File: src/rtl/lvds_rx_pkg.sv
// lvds_rx_pkg
//   Shared definitions for the LVDS receive framer.
//   - FSM state encodings (also the o_debug_state values)
//   - default I/Q sync symbols for a 2-bit lane
//   - frame word width derivation
package lvds_rx_pkg;

  localparam logic [1:0] ST_IDLE    = 2'd0;
  localparam logic [1:0] ST_I_PHASE = 2'd1;
  localparam logic [1:0] ST_Q_SYNC  = 2'd2;
  localparam logic [1:0] ST_Q_PHASE = 2'd3;

  localparam logic [1:0] DEF_I_SYNC = 2'b10;
  localparam logic [1:0] DEF_Q_SYNC = 2'b01;

  // One frame = I half + Q half, each half_syms symbols of lane_w bits.
  function automatic int word_w(input int lane_w, input int half_syms);
    return 2 * half_syms * lane_w;
  endfunction

endpackage

File: src/rtl/lvds_rx_framer_sat_counter.sv
// sat_counter
//   Saturating up-counter with synchronous clear.
//   Ports:
//     i_ddr_clk  clock
//     i_rst      synchronous active-high reset
//     i_inc      count up by one (sticks at all-ones)
//     i_clr      clear to zero; wins over a same-edge i_inc
//     o_cnt      current count
module sat_counter #(
  parameter int CNT_W = 16
) (
  input  logic             i_ddr_clk,
  input  logic             i_rst,
  input  logic             i_inc,
  input  logic             i_clr,
  output logic [CNT_W-1:0] o_cnt
);

  logic [CNT_W-1:0] cnt_q;

  always_ff @(posedge i_ddr_clk) begin
    if (i_rst || i_clr)
      cnt_q <= '0;
    else if (i_inc && (cnt_q != '1))
      cnt_q <= cnt_q + 1'b1;
  end

  assign o_cnt = cnt_q;

endmodule

File: src/rtl/lvds_rx_framer.sv
// lvds_rx_framer
//   Deserialises the modem LVDS lane into I/Q frame words for the RX FIFO.
//   A frame is HALF_SYMS symbols of I (led by I_SYNC) followed by HALF_SYMS
//   symbols of Q (led by Q_SYNC). Completed frames are pushed to the FIFO,
//   qualified by lock and FIFO space; Q-sync misses and dropped frames are
//   counted.
//   Ports:
//     i_ddr_clk         lane clock, everything on its rising edge
//     i_rst             synchronous active-high reset
//     i_ddr_data        received lane symbol
//     i_enable          low holds the FSM idle and drops any partial frame
//     i_sync_input      external sync marker, tagged onto each frame
//     i_cnt_clear       clears both status counters
//     i_fifo_full       RX FIFO full
//     o_fifo_write_clk  FIFO write clock (= i_ddr_clk)
//     o_fifo_push       one-cycle write strobe
//     o_fifo_data       frame word, first symbol in the MSBs
//     o_fifo_sync       i_sync_input captured at this frame's I-sync
//     o_locked          LOCK_FRAMES consecutive good frames seen
//     o_frame_err_cnt   Q-sync mismatches (saturating)
//     o_overflow_cnt    good frames dropped because the FIFO was full
//     o_debug_state     FSM state
module lvds_rx_framer
  import lvds_rx_pkg::*;
#(
  parameter int                LANE_W       = 2,
  parameter int                HALF_SYMS    = 8,
  parameter logic [LANE_W-1:0] I_SYNC       = LANE_W'(DEF_I_SYNC),
  parameter logic [LANE_W-1:0] Q_SYNC       = LANE_W'(DEF_Q_SYNC),
  parameter int                LOCK_FRAMES  = 4,
  parameter int                REQUIRE_LOCK = 1,
  parameter int                CNT_W        = 16,
  localparam int               WORD_W       = word_w(LANE_W, HALF_SYMS)
) (
  input  logic              i_ddr_clk,
  input  logic              i_rst,
  input  logic [LANE_W-1:0] i_ddr_data,
  input  logic              i_enable,
  input  logic              i_sync_input,
  input  logic              i_cnt_clear,
  input  logic              i_fifo_full,
  output logic              o_fifo_write_clk,
  output logic              o_fifo_push,
  output logic [WORD_W-1:0] o_fifo_data,
  output logic              o_fifo_sync,
  output logic              o_locked,
  output logic [CNT_W-1:0]  o_frame_err_cnt,
  output logic [CNT_W-1:0]  o_overflow_cnt,
  output logic [1:0]        o_debug_state
);

  localparam int CW = (HALF_SYMS > 2) ? $clog2(HALF_SYMS) : 1;
  localparam int LW = $clog2(LOCK_FRAMES + 1);
  localparam int SR_W = WORD_W - LANE_W;

  logic [LANE_W-1:0] sym_q;
  logic [1:0]        state;
  logic [CW-1:0]     cnt;
  // Holds the previous WORD_W/LANE_W-1 symbols; the current sym_q
  // completes the word, so the top symbol never needs storing.
  logic [SR_W-1:0]   frame_sr;
  logic              sync_lat;
  logic [LW-1:0]     good_cnt;

  logic last_sym;
  logic frame_done;
  logic frame_err;
  logic push_ok;
  logic ovf_inc;

  assign last_sym = (cnt == CW'(HALF_SYMS - 1));
  assign push_ok  = o_locked | (REQUIRE_LOCK == 0);
  assign ovf_inc  = frame_done & i_fifo_full & push_ok;

  always_comb begin
    frame_done = 1'b0;
    frame_err  = 1'b0;
    if (i_enable) begin
      case (state)
        ST_Q_SYNC:  frame_err  = (sym_q != Q_SYNC);
        ST_Q_PHASE: frame_done = last_sym;
        default: ;
      endcase
    end
  end

  always_ff @(posedge i_ddr_clk) begin
    if (i_rst) begin
      sym_q       <= '0;
      state       <= ST_IDLE;
      cnt         <= '0;
      frame_sr    <= '0;
      sync_lat    <= 1'b0;
      good_cnt    <= '0;
      o_locked    <= 1'b0;
      o_fifo_push <= 1'b0;
      o_fifo_data <= '0;
      o_fifo_sync <= 1'b0;
    end else begin
      sym_q       <= i_ddr_data;
      frame_sr    <= {frame_sr[SR_W-LANE_W-1:0], sym_q};
      o_fifo_push <= 1'b0;
      if (!i_enable) begin
        state    <= ST_IDLE;
        cnt      <= '0;
        good_cnt <= '0;
        o_locked <= 1'b0;
      end else begin
        case (state)
          ST_IDLE: begin
            if (sym_q == I_SYNC) begin
              state    <= ST_I_PHASE;
              cnt      <= CW'(1);
              sync_lat <= i_sync_input;
            end
          end
          ST_I_PHASE: begin
            if (last_sym) begin
              state <= ST_Q_SYNC;
              cnt   <= '0;
            end else begin
              cnt <= cnt + 1'b1;
            end
          end
          ST_Q_SYNC: begin
            // A mismatch goes straight to IDLE; the bad symbol is not
            // reconsidered as a new I-sync.
            if (sym_q == Q_SYNC) begin
              state <= ST_Q_PHASE;
              cnt   <= CW'(1);
            end else begin
              state <= ST_IDLE;
              cnt   <= '0;
            end
          end
          default: begin
            if (last_sym) begin
              state <= ST_IDLE;
              cnt   <= '0;
            end else begin
              cnt <= cnt + 1'b1;
            end
          end
        endcase

        if (frame_err) begin
          good_cnt <= '0;
          o_locked <= 1'b0;
        end else if (frame_done) begin
          if (good_cnt != LW'(LOCK_FRAMES))
            good_cnt <= good_cnt + 1'b1;
          // Locked once the saturated count reaches LOCK_FRAMES; push uses
          // the lock state from before this frame.
          o_locked    <= (good_cnt >= LW'(LOCK_FRAMES - 1));
          o_fifo_data <= {frame_sr, sym_q};
          o_fifo_sync <= sync_lat;
          o_fifo_push <= ~i_fifo_full & push_ok;
        end
      end
    end
  end

  sat_counter #(.CNT_W(CNT_W)) u_err_cnt (
    .i_ddr_clk (i_ddr_clk),
    .i_rst     (i_rst),
    .i_inc     (frame_err),
    .i_clr     (i_cnt_clear),
    .o_cnt     (o_frame_err_cnt)
  );

  sat_counter #(.CNT_W(CNT_W)) u_ovf_cnt (
    .i_ddr_clk (i_ddr_clk),
    .i_rst     (i_rst),
    .i_inc     (ovf_inc),
    .i_clr     (i_cnt_clear),
    .o_cnt     (o_overflow_cnt)
  );

  assign o_fifo_write_clk = i_ddr_clk;
  assign o_debug_state    = state;

endmodule

File: config.mk
export PLATFORM = sky130hd
export DESIGN_NAME = lvds_rx_framer
export DESIGN_NICKNAME = d
export VERILOG_FILES = /design/src/rtl/lvds_rx_pkg.sv /design/src/rtl/lvds_rx_framer_sat_counter.sv /design/src/rtl/lvds_rx_framer.sv
export SDC_FILE = /design/constraint.sdc
export NUM_CORES = 1
export LEC_CHECK = 0
export BUFFER_PORTS_ARGS = -buffer_cell sky130_fd_sc_hd__buf_2
export CAP_MARGIN = 25
export CORE_AREA = 2 2 154 96
export CTS_BUF_LIST = sky130_fd_sc_hd__clkbuf_8
export DETAILED_ROUTE_END_ITERATION = 7
export DIE_AREA = 0 0 156 98
export HOLD_SLACK_MARGIN = 0.12
export PLACE_DENSITY = 0.47
export SKIP_CTS_REPAIR_TIMING = 1
export SLEW_MARGIN = 20
export SYNTH_ARGS = -nofsm -noshare
export SYNTH_HDL_FRONTEND = slang
export SYNTH_SLANG_ARGS = --single-unit
File: constraint.sdc
create_clock -name i_ddr_clk -period 3.19 [get_ports i_ddr_clk]
set_clock_uncertainty 0.2 [all_clocks]
set_input_delay 0.319 -clock i_ddr_clk [delete_from_list [all_inputs] [get_ports i_ddr_clk]]
set_output_delay 0.319 -clock i_ddr_clk [all_outputs]
set_load 0.05 [all_outputs]
---- Word level (Yosys, flattened, before mapping) ----
Index checks and enable logic that the tools add are counted.
operators by class
  add/sub/neg operators ................... 4
  magnitude comparators ................... 1
  equal/unequal tests ..................... 12
  multiplexer cells ....................... 13
  bitwise logic cells ..................... 7
  reduce and logical (&&, ||, !) cells .... 12
operators by type and width
  operator                 count
  $add A16 B1 Y16 const B  2
  $ne A16 B16 Y1 const B   2
  $reduce_and A3 Y1        3
  $mux W2                  4
  $add A3 B1 Y3 const B    2
  $eq A2 B2 Y1 const B     3
  $mux W3                  2
  $pmux W2 S3              1
  $pmux W3 S2              1
  $mux W1                  5
  $eq A2 B1 Y1 const B     2
  $ne A2 B2 Y1 const B     2
  $not A1 Y1               4
  $reduce_or A4 Y1         1
  $and A1 B1 Y1            3
  $eq A3 B3 Y1 const B     1
  $ge A3 B2 Y1 const B     1
  $ne A3 B3 Y1 const B     1
  $reduce_bool A3 Y1       1
  $reduce_or A3 Y1         1
  $logic_and A1 B1 Y1      2
  $logic_not A2 Y1         1
  $ne A2 B1 Y1 const B     1
  $reduce_and A2 Y1        1
  other kinds (2)          2
storage, ports and cells
  register bits ........................... 108
  bits of input ports ..................... 8
  output and inout port bits .............. 70

---- Logic depth before layout (Yosys ltp) ----
  depth after elaboration ................. 6
  gate-level depth with buffers ........... 7

---- Modules after synthesis ----
A second synthesis with hierarchy kept.
second synthesis, totals
  cells, all modules ...................... 467
  area, all modules ....................... 4516.8 um^2
modules (own cells, without submodules)
  module          times used  cells an instance  area an instance (um^2)  seq. area each (um^2)
  lvds_rx_framer  1           277                2822.7                   1521.5
  sat_counter     2           95                 847.1                    320.3

==> impl_results.md <==
- Netlist cell types: 40
- R2R Setup Slk: 0.69 ns
- Diode count: 0
- Design Power: 2.41 mW
- Worst Reg-to-Reg Cells: 6
- Met3 usage: 5.28%
- Reg2Reg Capture Point: u_err_cnt.o_cnt[9]
- Post-synthesis register bit count: 108
- Die Width: 156 um
- Max VDD drop: 0.314 mV
- DRT Pass-1 Iters: 4
- P_int: 1.77 mW
- Met1 GRT Util: 19.6%
- Die span in y: 98 um
- Largest net degree at the start of global routing: 42
- HP Class: flop to flop
- Detailed Route Iter0 Violations: 150
- GR met2 Demand/Resource: 18.4%
- RR Startpoint: o_debug_state[1]
- Post-layout nets: 564
- Type of origin of the critical path: clock port
- Share of cells above drive strength 1: 19.1%
- Psw: 637 uW
- CTS clock-pin slew for the worst setup and hold paths: 0.11 ns
- Crit-path cells: clkbuf_8 -> clkbuf_8 -> buf_2
- Vias: 3391
- Boundary pin count: 78
- CP Capture Type: output port
- Fill cells: 1452
- PwrDens: 482 mW/mm^2
- Status: finished, final reports clean
- Leakage power: 1.89 nW
- Fin util: 35.7%
- Crit path max fanout: 2
- Seq/Total Area, Yosys: 52.8%
- Slew @ Worst Pin: 0.600 ns
- Crit path capture: o_fifo_write_clk
- Clk Latency, worst-skew pair: 0.48 ns
- Max-slew headroom: 59.7%
- Syn Area/Cell: 8.84 um^2
- Most used cell, CP: clkbuf_8
- Rows: 34
- TNS Setup: 0 ns
- Clock power frac: 41.3%
- Initial antenna violation count: 0
- Final setup viols: 0
- Max-cap violations: 0
- CTS tree: done
- CP Data Required Time: 2.67 ns
- Comb power frac: 2.3%
- First-pass GRT wire length: 16300 um
- Dpl hpwl: 6740 um
- Core Area: 0.0140 mm^2
- Synthesized instance count: 463
- Die area: 0.0153 mm^2
- Gr busiest metal: met1
- Ys Warns: 0
- Area post-placement: 0.00468 mm^2
- Total GRT Usage: 13.6%
- Drt total wl: 9920 um
- Reg power frac: 56.3%
- RSZ-0062 raised after global routing: false
- IO buf count: 77
- Drt wl/cell: 13.5 um
- Grt total ovfl: 0
- Fin area: 0.00500 mm^2
- Slowest CP cell: buf_2
- Synthesized area: 0.00409 mm^2
- Max incr delay on CP: 0.20 ns
- Gpl congestion: 0.793
- Setup crit start: i_ddr_clk
- Vias in the first global route: 3250
- Post-synth net total: 478
- Worst Setup Path Type: clock port to output port
- Switching share of power: 26.4%
- Number of routed nets with antenna violations: 0
- Critical path data arrival time: 2.02 ns
- DRC Markers: 0
- Mean number of vias per cell: 4.62
- Final hold vios: 0
- Area grow syn2layout: 22.2%
- Commonest non-fill, non-tap cell in the layout: dfxtp_1
- Most frequent cells in the layout: 108 x dfxtp_1, 80 x nand2_1, 77 x buf_2, 44 x a21oi_1, 41 x nor2_1
- Final Slew Violations: 0
- Initial core utilization: 29.2%
- Hold slack: 0.242 ns
[synthesized netlist by cell type]
cell / instances / share of area [%]
a2111oi_0: 1 / 0.21
a211oi_1: 5 / 0.92
a21o_1: 1 / 0.18
a21oi_1: 44 / 5.4
a22oi_1: 2 / 0.37
a31o_1: 1 / 0.21
and3_1: 3 / 0.46
and4_1: 3 / 0.64
and4b_1: 1 / 0.24
buf_4: 2 / 0.37
clkbuf_1: 18 / 1.7
dfxtp_1: 108 / 53
ha_1: 7 / 2.1
inv_1: 9 / 0.83
mux2i_1: 4 / 0.98
nand2_1: 80 / 7.3
nand2b_1: 1 / 0.15
nand3_1: 15 / 1.8
nand4_1: 13 / 2.0
nand4b_1: 1 / 0.21
nor2_1: 42 / 3.9
nor2b_1: 35 / 5.4
nor3_1: 9 / 1.1
nor3b_1: 2 / 0.37
nor4_1: 6 / 0.92
nor4_2: 1 / 0.31
nor4_4: 1 / 0.52
nor4b_1: 2 / 0.43
o2111ai_1: 1 / 0.21
o211ai_1: 2 / 0.37
o21a_1: 1 / 0.18
o21ai_0: 10 / 1.2
o21ai_1: 1 / 0.12
o41ai_1: 1 / 0.21
or2_0: 1 / 0.15
or3_1: 7 / 1.1
or3b_1: 1 / 0.21
or4_1: 1 / 0.18
xnor2_1: 10 / 2.1
xor2_1: 10 / 2.1
[flip-flops by register name (all words and copies together), names as in the netlist]
signal / flops
o_fifo_data: 32
frame_sr: 30
u_err_cnt.o_cnt: 16
u_ovf_cnt.o_cnt: 16
cnt: 3
good_cnt: 3
o_debug_state: 2
sym_q: 2
o_fifo_push: 1
o_fifo_sync: 1
o_locked: 1
sync_lat: 1
[cell type report]
| cell class | count | area (um^2) | area share, % |
|---|---|---|---|
| clock buffer | 13 | 170 | 3.40 |
| clock inverter | 7 | 80.1 | 1.60 |
| inverter | 9 | 33.8 | 0.676 |
| multi-input combinational | 326 | 1820 | 36.3 |
| sequential | 108 | 2160 | 43.2 |
| tap | 180 | 225 | 4.50 |
| timing repair buffer | 91 | 513 | 10.3 |
[how the worst min path moves through the flow]
stage / from / end / slack (ns) / cells after the start
after CTS: i_fifo_full / o_fifo_push / -0.18 / 2
after global placement: frame_sr[28] / o_fifo_data[30] / 0.23 / 2
after floorplan: i_fifo_full / o_fifo_push / 0.20 / 1
after detailed placement: frame_sr[28] / o_fifo_data[30] / 0.23 / 2
after global routing: frame_sr[28] / o_fifo_data[30] / 0.26 / 2
final: frame_sr[28] / o_fifo_data[30] / 0.24 / 2
[cells by family (layout without fill, tap and decap cells)]
kind of cell	count (synthesis)	count (layout)	share of synthesized area (%)
simple gates	225	225	27.3
flops	108	108	52.8
compound gates	70	70	9.60
buf+inv	29	120	2.84
xor+xnor	20	20	4.28
fa+ha+maj	7	7	2.14
mux	4	4	0.978
[per-layer routing]
metal,vias up,part of all wire (%)
li1,1743,-
met1,1553,53
met2,87,40
met3,8,6.0
met4,0,1.0
met5,-,0
[per-stage QoR]
step | worst slack [ns] | instances
6_report | 0.648 | 734
5_1_grt | 0.427 | 734
4_1_cts | 0.641 | 726
3_5_place_dp | 0.717 | 707
3_3_place_gp | 0.762 | 707
2_1_floorplan | 0.753 | 463
[power groups by stage]
stage               registers, mW  logic, mW  clock network (mW)
floorplan                    1.39     0.0301              0.0676
global placement             1.39     0.0489              0.0598
detailed placement           1.39     0.0497              0.0598
CTS                          1.36     0.0499                1.05
global route                 1.36     0.0633                1.11
finish                       1.36     0.0565               0.996
[worst max-delay path, delay by kind of cell]
kind,cells,cell delay (ns)
buffers and inverters,3,0.43
Note: power is estimated with default switching activity, not from simulation.
